### config.mk
export PLATFORM = sky130hd
export DESIGN_NAME = pipelined_csel_adder
export DESIGN_NICKNAME = d
export VERILOG_FILES = /design/src/rtl/pipelined_csel_adder.sv
export SDC_FILE = /design/constraint.sdc
export NUM_CORES = 1
export LEC_CHECK = 0
export ABC_AREA = 1
export ABC_CLOCK_PERIOD_IN_PS = 3750
export CORE_ASPECT_RATIO = 1.2
export CORE_UTILIZATION = 60
export CTS_BUF_LIST = sky130_fd_sc_hd__clkbuf_16
export DETAILED_ROUTE_END_ITERATION = 8
export DONT_BUFFER_PORTS = 1
export GPL_TIMING_DRIVEN = 1
export PLACE_DENSITY = 0.76
export SLEW_MARGIN = 20
export SYNTH_ARGS = -nofsm -noshare
export SYNTH_HDL_FRONTEND = slang
export SYNTH_SLANG_ARGS = --single-unit
export TNS_END_PERCENT = 30
### constraint.sdc
create_clock -name clk -period 3.75 [get_ports clk]
set_input_delay 1.125 -clock clk [delete_from_list [all_inputs] [get_ports clk]]
set_output_delay 1.125 -clock clk [all_outputs]
set_load 0.005 [all_outputs]
### src/rtl/pipelined_csel_adder.sv
// ---------------------------------------------------------------------------
// pipelined_csel_adder
//
// Parametrised carry-select adder split into NSTG pipeline stages. Each stage
// resolves SEG_PER_STAGE segments of BLK_W bits. For every segment it computes
// the sum for carry-in 0 and carry-in 1 in parallel, then picks one with a 2:1
// mux driven by the incoming segment carry.
//
// The pipeline is skewed. Each stage register carries four things forward:
//   - the sum bits resolved so far,
//   - the operand bits not yet consumed,
//   - the carry out of the last resolved segment,
//   - a valid bit.
// Stages are linked by a valid/ready handshake with no skid buffer. A stage
// can load when it is empty or when its current contents are leaving in the
// same cycle.
//
// Optional feature: define CSEL_OVF_EN to add the registered signed-overflow
// output ovf.
//
// Ports:
//   clk        rising-edge clock
//   rst_n      asynchronous active-low reset
//   in_valid   operand set a/b/cin presented
//   in_ready   block accepts operands this cycle (combinational from out_ready)
//   a, b       unsigned operands, WIDTH bits
//   cin        carry in
//   out_valid  sum/cout valid
//   out_ready  downstream accepts result
//   sum        a+b+cin modulo 2^WIDTH
//   cout       carry out of bit WIDTH-1
//   ovf        (CSEL_OVF_EN only) two's-complement overflow of the result
// ---------------------------------------------------------------------------
module pipelined_csel_adder #(
  parameter int WIDTH         = 16,
  parameter int BLK_W         = 4,
  parameter int SEG_PER_STAGE = 2
) (
  input  logic             clk,
  input  logic             rst_n,
  input  logic             in_valid,
  output logic             in_ready,
  input  logic [WIDTH-1:0] a,
  input  logic [WIDTH-1:0] b,
  input  logic             cin,
  output logic             out_valid,
  input  logic             out_ready,
  output logic [WIDTH-1:0] sum,
  output logic             cout
`ifdef CSEL_OVF_EN
  ,
  output logic             ovf
`endif
);

  localparam int NSEG = WIDTH / BLK_W;
  localparam int NSTG = NSEG / SEG_PER_STAGE;
  localparam int SW   = BLK_W * SEG_PER_STAGE;  // bits resolved per stage

  // Link index k is the input of stage k. Index 0 is the block input.
  // Index NSTG is the output register.
  logic [NSTG:0]    lnk_valid;
  logic [NSTG:0]    lnk_carry;
  logic [WIDTH-1:0] lnk_a   [NSTG+1];
  logic [WIDTH-1:0] lnk_b   [NSTG+1];
  logic [WIDTH-1:0] lnk_sum [NSTG+1];

  // ready[k] means stage k may load. ready[NSTG] is the downstream sink.
  logic [NSTG:0]    ready;

  assign lnk_valid[0] = in_valid;
  assign lnk_carry[0] = cin;
  assign lnk_a[0]     = a;
  assign lnk_b[0]     = b;
  assign lnk_sum[0]   = '0;
  assign ready[NSTG]  = out_ready;

  genvar gi, gj;
  generate
    for (gi = 0; gi < NSTG; gi++) begin : g_stage
      localparam int LO = gi * SW;

      logic [SEG_PER_STAGE:0] seg_carry;
      logic [SW-1:0]          seg_sum;
      logic [WIDTH-1:0]       sum_next;
      logic                   valid_reg;
      logic                   carry_reg;
      logic [WIDTH-1:0]       sum_reg;
      logic [WIDTH-1:0]       a_reg;
      logic [WIDTH-1:0]       b_reg;

      assign seg_carry[0] = lnk_carry[gi];

      for (gj = 0; gj < SEG_PER_STAGE; gj++) begin : g_seg
        localparam int BIT = LO + gj * BLK_W;
        logic [BLK_W:0] res0;
        logic [BLK_W:0] res1;
        // Both carry-in hypotheses are computed side by side. The incoming
        // carry then only drives the select, so the carry chain per segment
        // is a single mux.
        assign res0 = {1'b0, lnk_a[gi][BIT +: BLK_W]} + {1'b0, lnk_b[gi][BIT +: BLK_W]};
        assign res1 = {1'b0, lnk_a[gi][BIT +: BLK_W]} + {1'b0, lnk_b[gi][BIT +: BLK_W]}
                      + {{BLK_W{1'b0}}, 1'b1};
        assign {seg_carry[gj+1], seg_sum[gj*BLK_W +: BLK_W]} = seg_carry[gj] ? res1 : res0;
      end

      // Keep the bits resolved by earlier stages. Overlay this stage's slice.
      always_comb begin
        sum_next           = lnk_sum[gi];
        sum_next[LO +: SW] = seg_sum;
      end

      assign ready[gi] = ~valid_reg | ready[gi+1];

      always_ff @(posedge clk or negedge rst_n) begin
        if (!rst_n) begin
          valid_reg <= 1'b0;
          carry_reg <= 1'b0;
          sum_reg   <= '0;
        end else if (ready[gi]) begin
          valid_reg <= lnk_valid[gi];
          if (lnk_valid[gi]) begin
            carry_reg <= seg_carry[SEG_PER_STAGE];
            sum_reg   <= sum_next;
          end
        end
      end

      // Operand bits are pure payload. Their value is irrelevant while the
      // stage is invalid, so these registers have no reset.
      always_ff @(posedge clk) begin
        if (ready[gi] && lnk_valid[gi]) begin
          a_reg <= lnk_a[gi];
          b_reg <= lnk_b[gi];
        end
      end

      assign lnk_valid[gi+1] = valid_reg;
      assign lnk_carry[gi+1] = carry_reg;
      assign lnk_sum[gi+1]   = sum_reg;
      assign lnk_a[gi+1]     = a_reg;
      assign lnk_b[gi+1]     = b_reg;

`ifdef CSEL_OVF_EN
      if (gi == NSTG - 1) begin : g_ovf
        logic ovf_reg;
        logic top_carry_in;
        // Carry into the MSB is recovered as a^b^sum at that bit.
        assign top_carry_in = lnk_a[gi][WIDTH-1] ^ lnk_b[gi][WIDTH-1] ^ seg_sum[SW-1];
        always_ff @(posedge clk or negedge rst_n) begin
          if (!rst_n) begin
            ovf_reg <= 1'b0;
          end else if (ready[gi] && lnk_valid[gi]) begin
            ovf_reg <= top_carry_in ^ seg_carry[SEG_PER_STAGE];
          end
        end
        assign ovf = ovf_reg;
      end
`endif
    end
  endgenerate

  assign in_ready  = ready[0];
  assign out_valid = lnk_valid[NSTG];
  assign sum       = lnk_sum[NSTG];
  assign cout      = lnk_carry[NSTG];

endmodule
# --- Word-level counts from Yosys, hierarchy flattened ---
# Index checks and enable logic that the tools add are counted.
word_totals:
  ff_bits: 60
  out_inout_bits: 19
classes:
  n_reduce_logical: 3
  mux: 4
  bitwise_logic: 4
  addsub: 8
ops:
  columns: ["op", "count"]
  rows:
  - ["4-bit by 4-bit adder with 5-bit output", 4]
  - ["5-bit by 1-bit adder with 5-bit output (second input constant)", 4]
  - ["5-bit two-way mux", 4]
  - ["2-bit AND reduction", 2]
  - ["1-bit inverter", 2]
  - ["1-bit bitwise OR", 2]
  - ["1-bit logical AND", 1]

# --- Longest topological paths before layout ---
depth:
  word_depth: 4
  ltp_mapped: 13
  depth_no_buf: 13

# --- Least setup slack after synthesis ---
# No wires, ideal clock.
synth_path:
  kind: "in2reg"
  startpoint: "input port a[0]"
  endpoint: "register g_stage[0].sum_reg[6]"
  t_required_ns: 3.627
  setup_time_ns: 0.123
  path_buffers: 0
  slack_ns: 0.954
  stages: 12
  t_arrival_ns: 2.674
  cell_sequence: "ha_1 -> fa_1 -> ha_1 -> nand2_2 -> nor2_4 -> nand3_1 -> nand2_2 -> nand2_4 -> nand2_1 -> o21ai_1 -> nand2_1 -> nand2_1"
synth_via:
  elab_chain_cells: 4
synth_rtl:
  columns: ["item", "line", "rtl"]
  rows:
  - ["start: declaration", "43", "input logic [WIDTH-1:0] a,"]
  - ["4-bit by 4-bit adder with 5-bit output (*)", "101, 102", null]
  - ["5-bit by 1-bit adder with 5-bit output", "103", "+ {{BLK_W{1'b0}}, 1'b1};"]
  - ["5-bit two-way mux (*) (2 in a row)", "104", "assign {seg_carry[gj+1], seg_sum[gj*BLK_W +: BLK_W]} = seg_carry[gj] ? res1 : res0;"]
  - ["end signal: assignment", "124", "sum_reg <= sum_next;"]
  - ["end: declaration", "88", "logic [WIDTH-1:0] sum_reg;"]
# Every way passes the cells marked *; elsewhere a longest branch is shown, timed or not.
# A chain may end at the register's enable or synchronous reset.

# --- Worst setup path in the final report ---
# Ends and elaborated chain as after synthesis.

==> flow_summary.toml <==
[status]
run_status = "complete, no violations"

[setup_path]
cp.buffers_inverters = 0
cp.depth = 12
crit_path_frequent_cell = "sky130_fd_sc_hd__nand2_1"
path_cells = "ha_1, fa_1, ha_1, nand2_2, nor2_4, nand3_1, nand2_2, nand2_4, nand2_1, o21ai_1, nand2_1, nand2_1"
crit_required_ns = 3.92
path_max_fanout = 8
critPathCaptureType = "flop"
critical_path_arrival_ns = 2.77
startpoint_type = "input port"
cpLargestDelayFamily = "adder cells"
worst-setup-path-type = "input port to flop"
cell_at_the_slowest_stage_of_the_critical_path = "sky130_fd_sc_hd__fa_1"
critPathMaxStageDelay_ns = 0.53
reg2reg_depth = 10

[grt]
antenna_found_initial = 0
grt_use_total_pct = 22.7
grt_pass1_wl_um = 7470
grt_pass1_vias = 1787
grt_overflow = 0
grt_start_max_net_pins = 29

[placement]
portBuffers = 0
dpl.cell_count = 336
dpl.hpwl_um = 3480
gp_routability_congestion = 0.856

[clocking]
cts_hold_buffers = 0
root_buffer = "sky130_fd_sc_hd__clkbuf_16"
cts.htree.levels = 2
path_clk_slew_ns = 0.06
cts_sinks = 44
cts_tree = "done"
cts_post_setup_buffers_inserted = 0
clk_path_buf_depth = 2
cts-buffers-inserted = 5
resized_after_cts = 0
clock_latency_on_the_worst_skew_pair_ns = 0.28

[drt]
wirelength_um = 4540
via_per_inst = 5.33
drc = 0
wl_per_cell_um = 13.2
detail_route.first_pass.iterations = 4
vias = 1832
route.antenna.remaining_nets = 0
initialDrtViolationCount = 60

[logic_synthesis]
synth_cells = 285
edff_count_synth = 16
post_synth_top_area_share_pct = 27.5
netlist_top_cells_area = "sky130_fd_sc_hd__dfrtp_1 (27%), sky130_fd_sc_hd__edfxtp_1 (19%), sky130_fd_sc_hd__nand2_1 (15%), sky130_fd_sc_hd__ha_1 (9.8%), sky130_fd_sc_hd__nand3_1 (4.7%)"
yosys.cell_types.count = 28
synth_largest_area_cell = "sky130_fd_sc_hd__dfrtp_1"
synth_area_per_cell_um2 = 8.94
yosys_register_bits = 44
ys.warnings.count = 0
ys_dominant_reg_cell = "sky130_fd_sc_hd__dfrtp_1"
mappedNetlistNets = 346
yosysSeqAreaShare_pct = 46.3
asyncSetResetFlopFracSynth_pct = 63.6
mappedNetlistArea_um2 = 2550

[cells_and_area]
design.final.nets = 350
flow.area_growth_from_synthesis_pct = 7.12
insertedDiodeCount = 0
layout.cells.most_common_list = "sky130_fd_sc_hd__nand2_1 (99), sky130_fd_sc_hd__dfrtp_1 (28), sky130_fd_sc_hd__inv_1 (26)"
final_layout_size_suffix_gt1_share_pct = 8.97
largest_reg_flops = 16
final_cell_count_no_fill = 344
layout_commonest_cell = "sky130_fd_sc_hd__nand2_1"

[pwr]
leakage_nw = 1.36
power.density_nw_per_um2 = 529
ir_worst_vdd_mv = 0.239

[floorplan]
floorplan.io_pins = 56
die_h_um = 73.4
initial_utilization_pct = 63.7
die-area_um2 = 4510
die_w_um = 61.5
fp-row-count = 25
core_box_area_um2 = 4000

[timing]
min_period_over_period_pct = 69.2
timing.final.crit_period_ns = 2.59
hold_viol_final = 0
worst_slew_margin_rel_pct = 50.2
worstMarginPinSlew_ns = 0.745
setup-tns-final_ns = 0
max_freq_ghz = 0.385
finalClockSkew_ns = 0.00246
finalSetupViolations = 0
rsz0062_at_grt = "no"
total_count_of_max_transition_violations_in_the_final_report = 0

[flow_run]
drv.max_cap_violation_count = 0

[worst_hold_path]
hold_path_depth = 2
worstHoldPathType = "flop to flop"
area by class of cell:
cell class / count / area [um^2]
Timing Repair Buffer: 1 / 7.51
Fill cell: 354 / 1270
Clock buffer: 5 / 125
Inverter: 28 / 105
Multi-Input combinational cell: 209 / 1230
Clock inverter: 3 / 13.8
Tap cell: 54 / 67.6
Sequential cell: 44 / 1180
synth_stat cells, types with 3 or more instances:
master,n
sky130_fd_sc_hd__nor2_1,11
sky130_fd_sc_hd__dfrtp_1,28
sky130_fd_sc_hd__nand2_2,7
sky130_fd_sc_hd__inv_1,25
sky130_fd_sc_hd__o21ai_1,4
sky130_fd_sc_hd__ha_1,20
sky130_fd_sc_hd__o21ai_0,11
sky130_fd_sc_hd__nand2_1,99
sky130_fd_sc_hd__edfxtp_1,16
sky130_fd_sc_hd__xnor2_1,5
sky130_fd_sc_hd__a21oi_1,7
sky130_fd_sc_hd__xor2_1,3
sky130_fd_sc_hd__fa_1,4
sky130_fd_sc_hd__nand3_1,24
tightest hold or removal path, stage by stage (launching register included):
cell and delay [ns]:
sky130_fd_sc_hd__dfrtp_1 0.34, sky130_fd_sc_hd__nand2_1 0.05, sky130_fd_sc_hd__nand2_1 0.05
report_power, final:
part | internal [mW] | total [mW] | switching [mW]
sequential | 0.612 | 0.693 | 0.0809
combinational | 0.131 | 0.341 | 0.210
clock | 0.242 | 0.411 | 0.168
total | 0.985 | 1.44 | 0.459
per-stage QoR:
step                worst slack (ns)  hold WS, ns  area (um^2)  total power, mW  util (%)
floorplan                      0.954        0.442         2550            0.968         -
global placement               0.926        0.450         2590             1.03      64.7
detailed placement             0.862        0.463         2590             1.05      64.7
CTS                             1.16        0.478         2730             1.46      68.2
global route                    1.03        0.491         2730             1.55      68.2
finish                          1.16        0.475         2730             1.44      68.2
metal layers:
layer | vias up | wire (um) | GRT usage, %
met5 | - | 0 | 0
met4 | 0 | 61 | 8.15
met3 | 6 | 196 | 5.63
met2 | 45 | 2530 | 42.7
met1 | 849 | 1750 | 23.5
li1 | 932 | - | -
logic make-up (layout without fill, tap and decap cells):
| family | Yosys count | after routing | synth area share (%) |
|---|---|---|---|
| AO/OA/AOI/OAI | 24 | 24 | 4.96 |
| flip-flops | 44 | 44 | 46.3 |
| XOR/XNOR | 9 | 9 | 3.39 |
| adder cells (fa/ha/maj) | 24 | 24 | 13.0 |
| buffers and inverters | 32 | 37 | 5.40 |
| AND/OR/NAND/NOR | 152 | 152 | 27.0 |
final timing paths:
| kind | from | endpoint | slack [ns] |
|---|---|---|---|
| hold reg to reg | g_stage[0].sum_reg[6] | sum[6] | 0.48 |
| max in group asynchronous | rst_n | sum[15] | 3.14 |
| hold / removal | g_stage[0].sum_reg[6] | sum[6] | 0.48 |
| setup / recovery | a[0] | g_stage[0].sum_reg[6] | 1.16 |
| min in group asynchronous | rst_n | g_stage[0].valid_reg | 0.54 |
| setup reg to reg | g_stage[0].a_reg[8] | sum[14] | 1.58 |
(Power assumes the default switching activity.)
